[src/rtl/alu_seq_if.sv]
// Handshake and control bundle between instruction fetch, the sequencer and the datapath.
// The master side is fetch logic and the datapath; the slave side is the sequencer.
interface alu_seq_if;
    logic        s;
    logic [15:0] instr;
    logic        w;
    logic [2:0]  reg_num;
    logic [1:0]  vsel;
    logic        write;
    logic        loada;
    logic        loadb;
    logic        loadc;
    logic        loads;
    logic        asel;
    logic        bsel;
    logic [1:0]  alu_op;
    logic [1:0]  shift;
    logic [15:0] sximm8;
    logic        halted;
    logic        illegal;

    modport master (
        output s, instr,
        input  w, reg_num, vsel, write, loada, loadb, loadc, loads,
               asel, bsel, alu_op, shift, sximm8, halted, illegal
    );

    modport slave (
        input  s, instr,
        output w, reg_num, vsel, write, loada, loadb, loadc, loads,
               asel, bsel, alu_op, shift, sximm8, halted, illegal
    );
endinterface

[src/rtl/alu_seq_ctrl.sv]
// Multi-cycle sequencer for the 16-bit datapath: latches one instruction on the start
// handshake and walks it through operand fetch, execute and write-back.
module alu_seq_ctrl #(
    parameter bit ENABLE_HALT  = 1'b1,
    parameter bit ILLEGAL_TRAP = 1'b0
) (
    input logic      clk,
    input logic      rst_n,
    alu_seq_if.slave bus
);

    typedef enum logic [2:0] {
        ST_WAIT   = 3'd0,
        ST_DECODE = 3'd1,
        ST_GET_A  = 3'd2,
        ST_GET_B  = 3'd3,
        ST_EXEC   = 3'd4,
        ST_WR_REG = 3'd5,
        ST_WR_IMM = 3'd6,
        ST_HALT   = 3'd7
    } state_t;

    typedef enum logic [2:0] {
        CL_ILLEGAL = 3'd0,
        CL_MOV_IMM = 3'd1,
        CL_MOV_REG = 3'd2,
        CL_ALU     = 3'd3,
        CL_CMP     = 3'd4,
        CL_MVN     = 3'd5,
        CL_HALT    = 3'd6
    } iclass_t;

    state_t      state_r;
    state_t      state_s;
    logic [15:0] ir_r;
    logic        ir_load_s;
    iclass_t     iclass_s;

    logic [2:0] opcode_s;
    logic [1:0] op_s;
    logic [2:0] rn_s;
    logic [2:0] rd_s;
    logic [1:0] sh_s;
    logic [2:0] rm_s;

    logic       w_s;
    logic [2:0] reg_num_s;
    logic [1:0] vsel_s;
    logic       write_s;
    logic       loada_s;
    logic       loadb_s;
    logic       loadc_s;
    logic       loads_s;
    logic       asel_s;
    logic [1:0] alu_op_s;
    logic [1:0] shift_s;
    logic       halted_s;
    logic       illegal_s;

    assign opcode_s = ir_r[15:13];
    assign op_s     = ir_r[12:11];
    assign rn_s     = ir_r[10:8];
    assign rd_s     = ir_r[7:5];
    assign sh_s     = ir_r[4:3];
    assign rm_s     = ir_r[2:0];

    // Sort an encoding into the instruction class that selects its state path.
    function automatic iclass_t classify(input logic [2:0] opc, input logic [1:0] opf);
        iclass_t cl;
        cl = CL_ILLEGAL;
        case (opc)
            3'b110: begin
                case (opf)
                    2'b10:   cl = CL_MOV_IMM;
                    2'b00:   cl = CL_MOV_REG;
                    default: cl = CL_ILLEGAL;
                endcase
            end
            3'b101: begin
                case (opf)
                    2'b01:   cl = CL_CMP;
                    2'b11:   cl = CL_MVN;
                    default: cl = CL_ALU;
                endcase
            end
            3'b111:  cl = ENABLE_HALT ? CL_HALT : CL_ILLEGAL;
            default: cl = CL_ILLEGAL;
        endcase
        return cl;
    endfunction

    assign iclass_s = classify(opcode_s, op_s);

    // State and instruction register; ir only moves while idle.
    always_ff @(posedge clk or negedge rst_n) begin
        if (!rst_n) begin
            state_r <= ST_WAIT;
            ir_r    <= 16'h0000;
        end else begin
            state_r <= state_s;
            if (ir_load_s) begin
                ir_r <= bus.instr;
            end else begin
                ir_r <= ir_r;
            end
        end
    end

    // Next-state and Moore output decode from state and ir.
    always_comb begin
        state_s   = state_r;
        ir_load_s = 1'b0;
        w_s       = 1'b0;
        reg_num_s = 3'd0;
        vsel_s    = 2'b00;
        write_s   = 1'b0;
        loada_s   = 1'b0;
        loadb_s   = 1'b0;
        loadc_s   = 1'b0;
        loads_s   = 1'b0;
        asel_s    = 1'b0;
        alu_op_s  = 2'b00;
        shift_s   = 2'b00;
        halted_s  = 1'b0;
        illegal_s = 1'b0;
        case (state_r)
            ST_WAIT: begin
                w_s = 1'b1;
                if (bus.s) begin
                    ir_load_s = 1'b1;
                    state_s   = ST_DECODE;
                end else begin
                    state_s = ST_WAIT;
                end
            end
            ST_DECODE: begin
                case (iclass_s)
                    CL_MOV_IMM:         state_s = ST_WR_IMM;
                    CL_MOV_REG, CL_MVN: state_s = ST_GET_B;
                    CL_ALU, CL_CMP:     state_s = ST_GET_A;
                    CL_HALT:            state_s = ST_HALT;
                    default: begin
                        illegal_s = 1'b1;
                        state_s   = ILLEGAL_TRAP ? ST_HALT : ST_WAIT;
                    end
                endcase
            end
            ST_GET_A: begin
                reg_num_s = rn_s;
                loada_s   = 1'b1;
                state_s   = ST_GET_B;
            end
            ST_GET_B: begin
                reg_num_s = rm_s;
                loadb_s   = 1'b1;
                shift_s   = sh_s;
                state_s   = ST_EXEC;
            end
            ST_EXEC: begin
                shift_s = sh_s;
                // MOV reg goes through the ALU as 0 + B; CMP only updates status.
                if (iclass_s == CL_MOV_REG) begin
                    asel_s   = 1'b1;
                    alu_op_s = 2'b00;
                    loadc_s  = 1'b1;
                    state_s  = ST_WR_REG;
                end else if (iclass_s == CL_CMP) begin
                    loads_s  = 1'b1;
                    alu_op_s = 2'b01;
                    state_s  = ST_WAIT;
                end else begin
                    alu_op_s = op_s;
                    loadc_s  = 1'b1;
                    state_s  = ST_WR_REG;
                end
            end
            ST_WR_REG: begin
                reg_num_s = rd_s;
                vsel_s    = 2'b00;
                write_s   = 1'b1;
                state_s   = ST_WAIT;
            end
            ST_WR_IMM: begin
                reg_num_s = rn_s;
                vsel_s    = 2'b01;
                write_s   = 1'b1;
                state_s   = ST_WAIT;
            end
            ST_HALT: begin
                halted_s = 1'b1;
                state_s  = ST_HALT;
            end
            default: begin
                state_s = ST_WAIT;
            end
        endcase
    end

    assign bus.w       = w_s;
    assign bus.reg_num = reg_num_s;
    assign bus.vsel    = vsel_s;
    assign bus.write   = write_s;
    assign bus.loada   = loada_s;
    assign bus.loadb   = loadb_s;
    assign bus.loadc   = loadc_s;
    assign bus.loads   = loads_s;
    assign bus.asel    = asel_s;
    assign bus.bsel    = 1'b0;
    assign bus.alu_op  = alu_op_s;
    assign bus.shift   = shift_s;
    assign bus.halted  = halted_s;
    assign bus.illegal = illegal_s;
    assign bus.sximm8  = {{8{ir_r[7]}}, ir_r[7:0]};

endmodule

[src/flat_wrapper.sv]
// flat-port wrapper written by rule: the top's interface ports become plain ports
module alu_seq_ctrl_flat 
#(
    parameter bit ENABLE_HALT  = 1'b1,
    parameter bit ILLEGAL_TRAP = 1'b0
)
  (clk, rst_n, bus_s, bus_instr, bus_w, bus_reg_num, bus_vsel, bus_write, bus_loada, bus_loadb, bus_loadc, bus_loads, bus_asel, bus_bsel, bus_alu_op, bus_shift, bus_sximm8, bus_halted, bus_illegal);
  alu_seq_if bus_i ();
  input logic clk;
  input logic rst_n;
  input wire logic [$bits(bus_i.s)-1:0] bus_s;
  input wire logic [$bits(bus_i.instr)-1:0] bus_instr;
  output wire logic [$bits(bus_i.w)-1:0] bus_w;
  output wire logic [$bits(bus_i.reg_num)-1:0] bus_reg_num;
  output wire logic [$bits(bus_i.vsel)-1:0] bus_vsel;
  output wire logic [$bits(bus_i.write)-1:0] bus_write;
  output wire logic [$bits(bus_i.loada)-1:0] bus_loada;
  output wire logic [$bits(bus_i.loadb)-1:0] bus_loadb;
  output wire logic [$bits(bus_i.loadc)-1:0] bus_loadc;
  output wire logic [$bits(bus_i.loads)-1:0] bus_loads;
  output wire logic [$bits(bus_i.asel)-1:0] bus_asel;
  output wire logic [$bits(bus_i.bsel)-1:0] bus_bsel;
  output wire logic [$bits(bus_i.alu_op)-1:0] bus_alu_op;
  output wire logic [$bits(bus_i.shift)-1:0] bus_shift;
  output wire logic [$bits(bus_i.sximm8)-1:0] bus_sximm8;
  output wire logic [$bits(bus_i.halted)-1:0] bus_halted;
  output wire logic [$bits(bus_i.illegal)-1:0] bus_illegal;
  assign bus_i.s = bus_s;
  assign bus_i.instr = bus_instr;
  assign bus_w = bus_i.w;
  assign bus_reg_num = bus_i.reg_num;
  assign bus_vsel = bus_i.vsel;
  assign bus_write = bus_i.write;
  assign bus_loada = bus_i.loada;
  assign bus_loadb = bus_i.loadb;
  assign bus_loadc = bus_i.loadc;
  assign bus_loads = bus_i.loads;
  assign bus_asel = bus_i.asel;
  assign bus_bsel = bus_i.bsel;
  assign bus_alu_op = bus_i.alu_op;
  assign bus_shift = bus_i.shift;
  assign bus_sximm8 = bus_i.sximm8;
  assign bus_halted = bus_i.halted;
  assign bus_illegal = bus_i.illegal;
  alu_seq_ctrl #(.ENABLE_HALT(ENABLE_HALT), .ILLEGAL_TRAP(ILLEGAL_TRAP)) u_core (.clk(clk), .rst_n(rst_n), .bus(bus_i));
endmodule
[config.mk]
export PLATFORM = sky130hd
export DESIGN_NAME = alu_seq_ctrl_flat
export DESIGN_NICKNAME = d
export VERILOG_FILES = /design/src/rtl/alu_seq_if.sv /design/src/rtl/alu_seq_ctrl.sv /design/src/flat_wrapper.sv
export SDC_FILE = /design/constraint.sdc
export NUM_CORES = 1
export LEC_CHECK = 0
export ABC_AREA = 0
export ABC_CLOCK_PERIOD_IN_PS = 1700
export BUFFER_PORTS_ARGS = -buffer_cell sky130_fd_sc_hd__buf_2
export CAP_MARGIN = 25
export CORE_ASPECT_RATIO = 1.75
export CORE_MARGIN = 2
export CORE_UTILIZATION = 30
export DETAILED_ROUTE_END_ITERATION = 8
export MAX_ROUTING_LAYER = met4
export PLACE_DENSITY_LB_ADDON = 0.25
export SYNTH_ARGS = -nofsm -noshare
export SYNTH_HDL_FRONTEND = slang
export SYNTH_SLANG_ARGS = --single-unit
[constraint.sdc]
create_clock -name clk -period 1.7 [get_ports clk]
set_clock_uncertainty 0.15 [all_clocks]
set_input_delay 0.085 -clock clk [delete_from_list [all_inputs] [get_ports clk]]
set_output_delay 0.085 -clock clk [all_outputs]
set_load 0.01 [all_outputs]
# Word level (Yosys, flattened, before mapping)
# Cells that the tools add are included.
# classes
n_eq_ne,19
n_mux,31
n_reduce_logical,8
# ops
operator,n
$eq A3 B3 Y1 const B,10
$pmux W3 S7,1
$mux W1,19
$pmux W3 S3,2
$eq A3 B2 Y1 const B,4
$pmux W3 S4,1
$reduce_or A2 Y1,5
$mux W2,4
$eq A3 B1 Y1 const B,2
$mux W3,2
$pmux W3 S2,1
$reduce_or A6 Y1,1
$eq A2 B2 Y1 const B,2
$pmux W2 S2,1
$logic_not A3 Y1,1
$eq A2 B1 Y1 const B,1
$logic_not A2 Y1,1
# totals
regBits,19
in_bits,19
word_cells,60

# Longest topological paths before layout
# logic_depth
word_depth,7
ltp_mapped,7
depth_no_buf,4

# Worst setup path before layout
# No wires, ideal clock.
# synth_timing
path_kind,register -> register
from,reg u_core.state_r[0]
to,reg u_core.ir_r[0]
setup_ns,0.127
arrival_time_ns,1.427
t_required_ns,1.423
slack_ns,-0.004
path_stages_with_launch,7
n_path_buf,3
synth_period_minus_slack_ns,1.704
path_cell_list,dfrtp_1 -> buf_6 -> nor3_4 -> and2_1 -> buf_6 -> buf_6 -> mux2_1
# synth_via
elab_chain_cells,2
# synth_lines
element,line,text
from (decl),alu_seq_ctrl.sv:33,state_t state_r;
from (signal assigned),alu_seq_ctrl.sv:100,state_r <= state_s;
$logic_not A3 Y1,alu_seq_ctrl.sv:126,case (state_r)
$mux W1,alu_seq_ctrl.sv:126,
to (signal assigned),alu_seq_ctrl.sv:102,ir_r <= bus.instr;
to (signal assigned),alu_seq_ctrl.sv:104,ir_r <= ir_r;
to (decl),alu_seq_ctrl.sv:35,logic [15:0] ir_r;
# No other way between the ends.
# A chain may end at the register's enable or synchronous reset.

# Worst setup path after layout
# layout_timing
from,reg u_core.state_r[2]
to,reg u_core.ir_r[14]
# Same word-level chain as after synthesis.

==> out/qor.csv <==
stage,metric,value,unit
min_path,Hold Crit Class,primary input to register,
global_route,vias in the first global route,1069,
worst_setup_path,R2R Path End,u_core.ir_r[14],
final_layout,ant diodes,0,
worst_setup_path,CP startpoint,u_core.state_r[2],
placed_design,Post-DP Area,1373,sq um
floorplanning,Die Ht,86.35,microns
status,status,finished with violations,
clock_network,maximum buffer depth of the clock tree,2,
detailed_routing,Vias,1029,
placed_design,Port Buffers,51,
floorplanning,Starting Density,30.66,%
sta,final hold viol count,0,
detailed_routing,Total Wirelength,3157,microns
floorplanning,row count,30,
worst_setup_path,Critical Path End Type,register,
placed_design,pre-CTS WS,0.05939,ns
sta,RSZ-0062 raised after global routing,true,
detailed_routing,"antenna viol nets, final",0,
clock_network,TritonCTS clock tree,built,
placed_design,Routability Congestion,0.8463,
synthesis,Synth Warn #,0,
worst_setup_path,CP Cell Sequence,"buf_12, nor3_4, and2_4, clkbuf_16, mux2_1",
power_and_ir_drop,leakage,0.0009382,uW
detailed_routing,wire per inst,13.61,microns
synthesis,sequential-to-total area share from yosys stat,40.90,%
synthesis,cell count after synthesis,115,
power_and_ir_drop,total power,3398,uW
status,violated checks,setup timing,
worst_setup_path,reg2reg path depth,5,
worst_setup_path,"Arr. time, crit path",1.70,ns
worst_setup_path,max incr delay on CP,0.46,ns
sta,Setup Viol. Count Final,7,
detailed_routing,Post-route DRC,0,
worst_setup_path,Worst Setup EP,u_core.ir_r[14],
clock_network,Clock Root Buffer,clkbuf_8,
worst_setup_path,RR Startpoint,u_core.state_r[2],
detailed_routing,Pre-antenna DRT Iters,4,
final_layout,area growth from synthesis to final layout,58.77,%
floorplanning,Ports,54,
clock_network,CTS sink cnt,19,
power_and_ir_drop,Max VDD drop,0.8361,mV
clock_network,clk slew on worst S/H paths,0.07,ns
clock_network,insertion delay to the later sink of the worst-skew pair,0.25,ns
sta,fin crit period,1.720,ns
floorplanning,Die Wd,51.06,microns
floorplanning,Core Area,3791,sq um
sta,Slew Limit Fails,0,
clock_network,H-Tree Depth,1,
sta,fmax,581.5,MHz
global_route,first-pass GRT wire length,4664,microns
global_route,initial antenna violation count,0,
synthesis,Post-Syn Area,1162,sq um
min_path,Worst Hold Path Cells,5,
sta,fin crit share,101.2,%
sta,setup ws final,-0.01964,ns
run,Max Cap Viol,0,
worst_setup_path,Critical Path RT,1.68,ns
clock_network,CTS buffer count,3,
worst_setup_path,number of cells on the critical path,5,
power_and_ir_drop,power per cell area,1841,nW/um^2
sta,Final TNS setup,-0.05956,ns
worst_setup_path,CP Buf/Inv Count,2,
detailed_routing,Avg Vias per Cell,4.435,
worst_setup_path,Reg2Reg Setup Slack,-0.02,ns
worst_setup_path,critical path peak fanout,4,
worst_setup_path,"delay-heaviest family, CP",flip-flops,
worst_setup_path,crit path kind,register to register,
global_route,largest net degree at the start of global routing,20,
floorplanning,Die Area,4408,sq um
global_route,total grt overflow,0,
synthesis,Synth cell types,27,
synthesis,"FF+latch count, synth",19,
final_layout,Nets,204,
final_layout,layout cell share with drive strength beyond 1,56.52,%
final_layout,fin area,1846,sq um
synthesis,synthesized area per cell,10.11,sq um
global_route,GRT Util Overall,14.19,%
final_layout,final core occ,48.68,%
detailed_routing,DR iter-0 viols,9,
worst_setup_path,Slowest cell on crit path,dfrtp_2,
worst_setup_path,CP Launch Type,register,
placed_design,dpl hpwl,2086,microns
[where the power goes]
group          internal (uW)  switching (uW)
clock                    163             148
sequential               695             253
combinational           1230             906
[stage by stage]
stage	cells	hold WS (ns)
after floorplan	116	-0.3606
after detailed placement	199	-0.09593
after global routing	232	0.1758
after CTS	223	0.1125
after global placement	199	-0.1083
final	232	0.1230
[repair_timing]
item                                   in CTS  in global routing
pin swaps                                   0                  7
resized for setup                           8                 25
setup endpoints to repair                   8                 24
endpoints found under the hold margin      35                  0
hold buffers                               17                  0
gates cloned                                0                  2
buffers inserted                            4                  7
[layout make-up]
| type | count | area [sq um] |
|---|---|---|
| clock buffer | 3 | 41.29 |
| clock inverter | 1 | 5.005 |
| fill | 372 | 1946 |
| inverter | 1 | 3.754 |
| multi-input combinational | 72 | 604.3 |
| sequential | 19 | 480.5 |
| tap | 48 | 60.06 |
| timing repair buffer | 88 | 650.6 |
[layer usage]
metal	vias to the layer above	global-route usage, %	part of all wire [%]	routed length [microns]
li1	510	-	-	-
met1	491	14.98	39	1222
met2	24	26.21	57	1794
met3	4	1.724	3.1	99
met4	0	5.160	1.3	41
met5	-	-	0	0
[Yosys cell counts (all sizes together)]
master / number / area (sq um)
conb: 1 / 3.750
dfrtp: 19 / 475.5
nand2b: 3 / 18.77
nand2: 7 / 26.28
a211oi: 2 / 15.01
inv: 1 / 3.750
o21a: 1 / 7.510
a22o: 6 / 52.55
and3: 4 / 25.02
nor4: 1 / 6.260
or3: 1 / 6.260
nor2: 10 / 37.54
o22a: 1 / 8.760
mux2: 15 / 168.9
buf: 22 / 173.9
and2: 4 / 25.02
o21ai: 3 / 15.01
a21o: 1 / 7.510
a21bo: 1 / 10.01
nor2b: 5 / 31.28
clkbuf: 2 / 7.510
nor3: 3 / 26.28
a21oi: 2 / 10.01
[registers in the layout, indices dropped and copies added, names as in the netlist]
register and count:
u_core.state_r 3, u_core.ir_r 16
[placed cells by master, fill, tap and decap left out, types with 2 or more instances in the layout]
master,Yosys,routed
buf_2,1,51
dlygate4sd3_1,0,17
dfrtp_1,19,15
mux2_4,0,12
buf_4,18,12
nor2_1,10,8
nand2_1,7,6
a22o_1,6,6
and3_1,4,4
buf_6,3,4
dfrtp_2,0,4
and2_1,4,3
mux2_1,15,3
clkbuf_8,0,3
nor2b_1,5,2
nor2b_4,0,2
nand2b_4,0,2
a21oi_1,2,2
nor3_1,2,2
nor2_2,0,2
a211oi_1,2,2
o21ai_0,2,2
conb_1,1,2
clkbuf_16,0,2
buf_12,0,2
[worst reg2reg max path: stages (launching register included)]
cell	delay, ns
dfrtp_2	0.46
buf_12	0.15
nor3_4	0.16
and2_4	0.22
clkbuf_16	0.15
mux2_1	0.32
[worst min-delay path by stage]
stage           from  slack (ns)           endpoint
2_1_floorplan  rst_n       -0.36     u_core.ir_r[0]
3_3_place_gp   rst_n       -0.11     u_core.ir_r[7]
3_5_place_dp   rst_n        -0.1     u_core.ir_r[7]
4_1_cts        bus_s        0.11  u_core.state_r[0]
5_1_grt        bus_s        0.18  u_core.state_r[0]
6_report       bus_s        0.12  u_core.state_r[0]
[cell families after synthesis]
logic type      Yosys count  synth area share (%)
compound gates           17                 10.87
buf+inv                  25                 15.93
flops                    19                 40.90
simple gates             38                 17.44
mux                      15                 14.53
other cells               1                0.3226
Note: power is estimated with default switching activity, not from simulation.
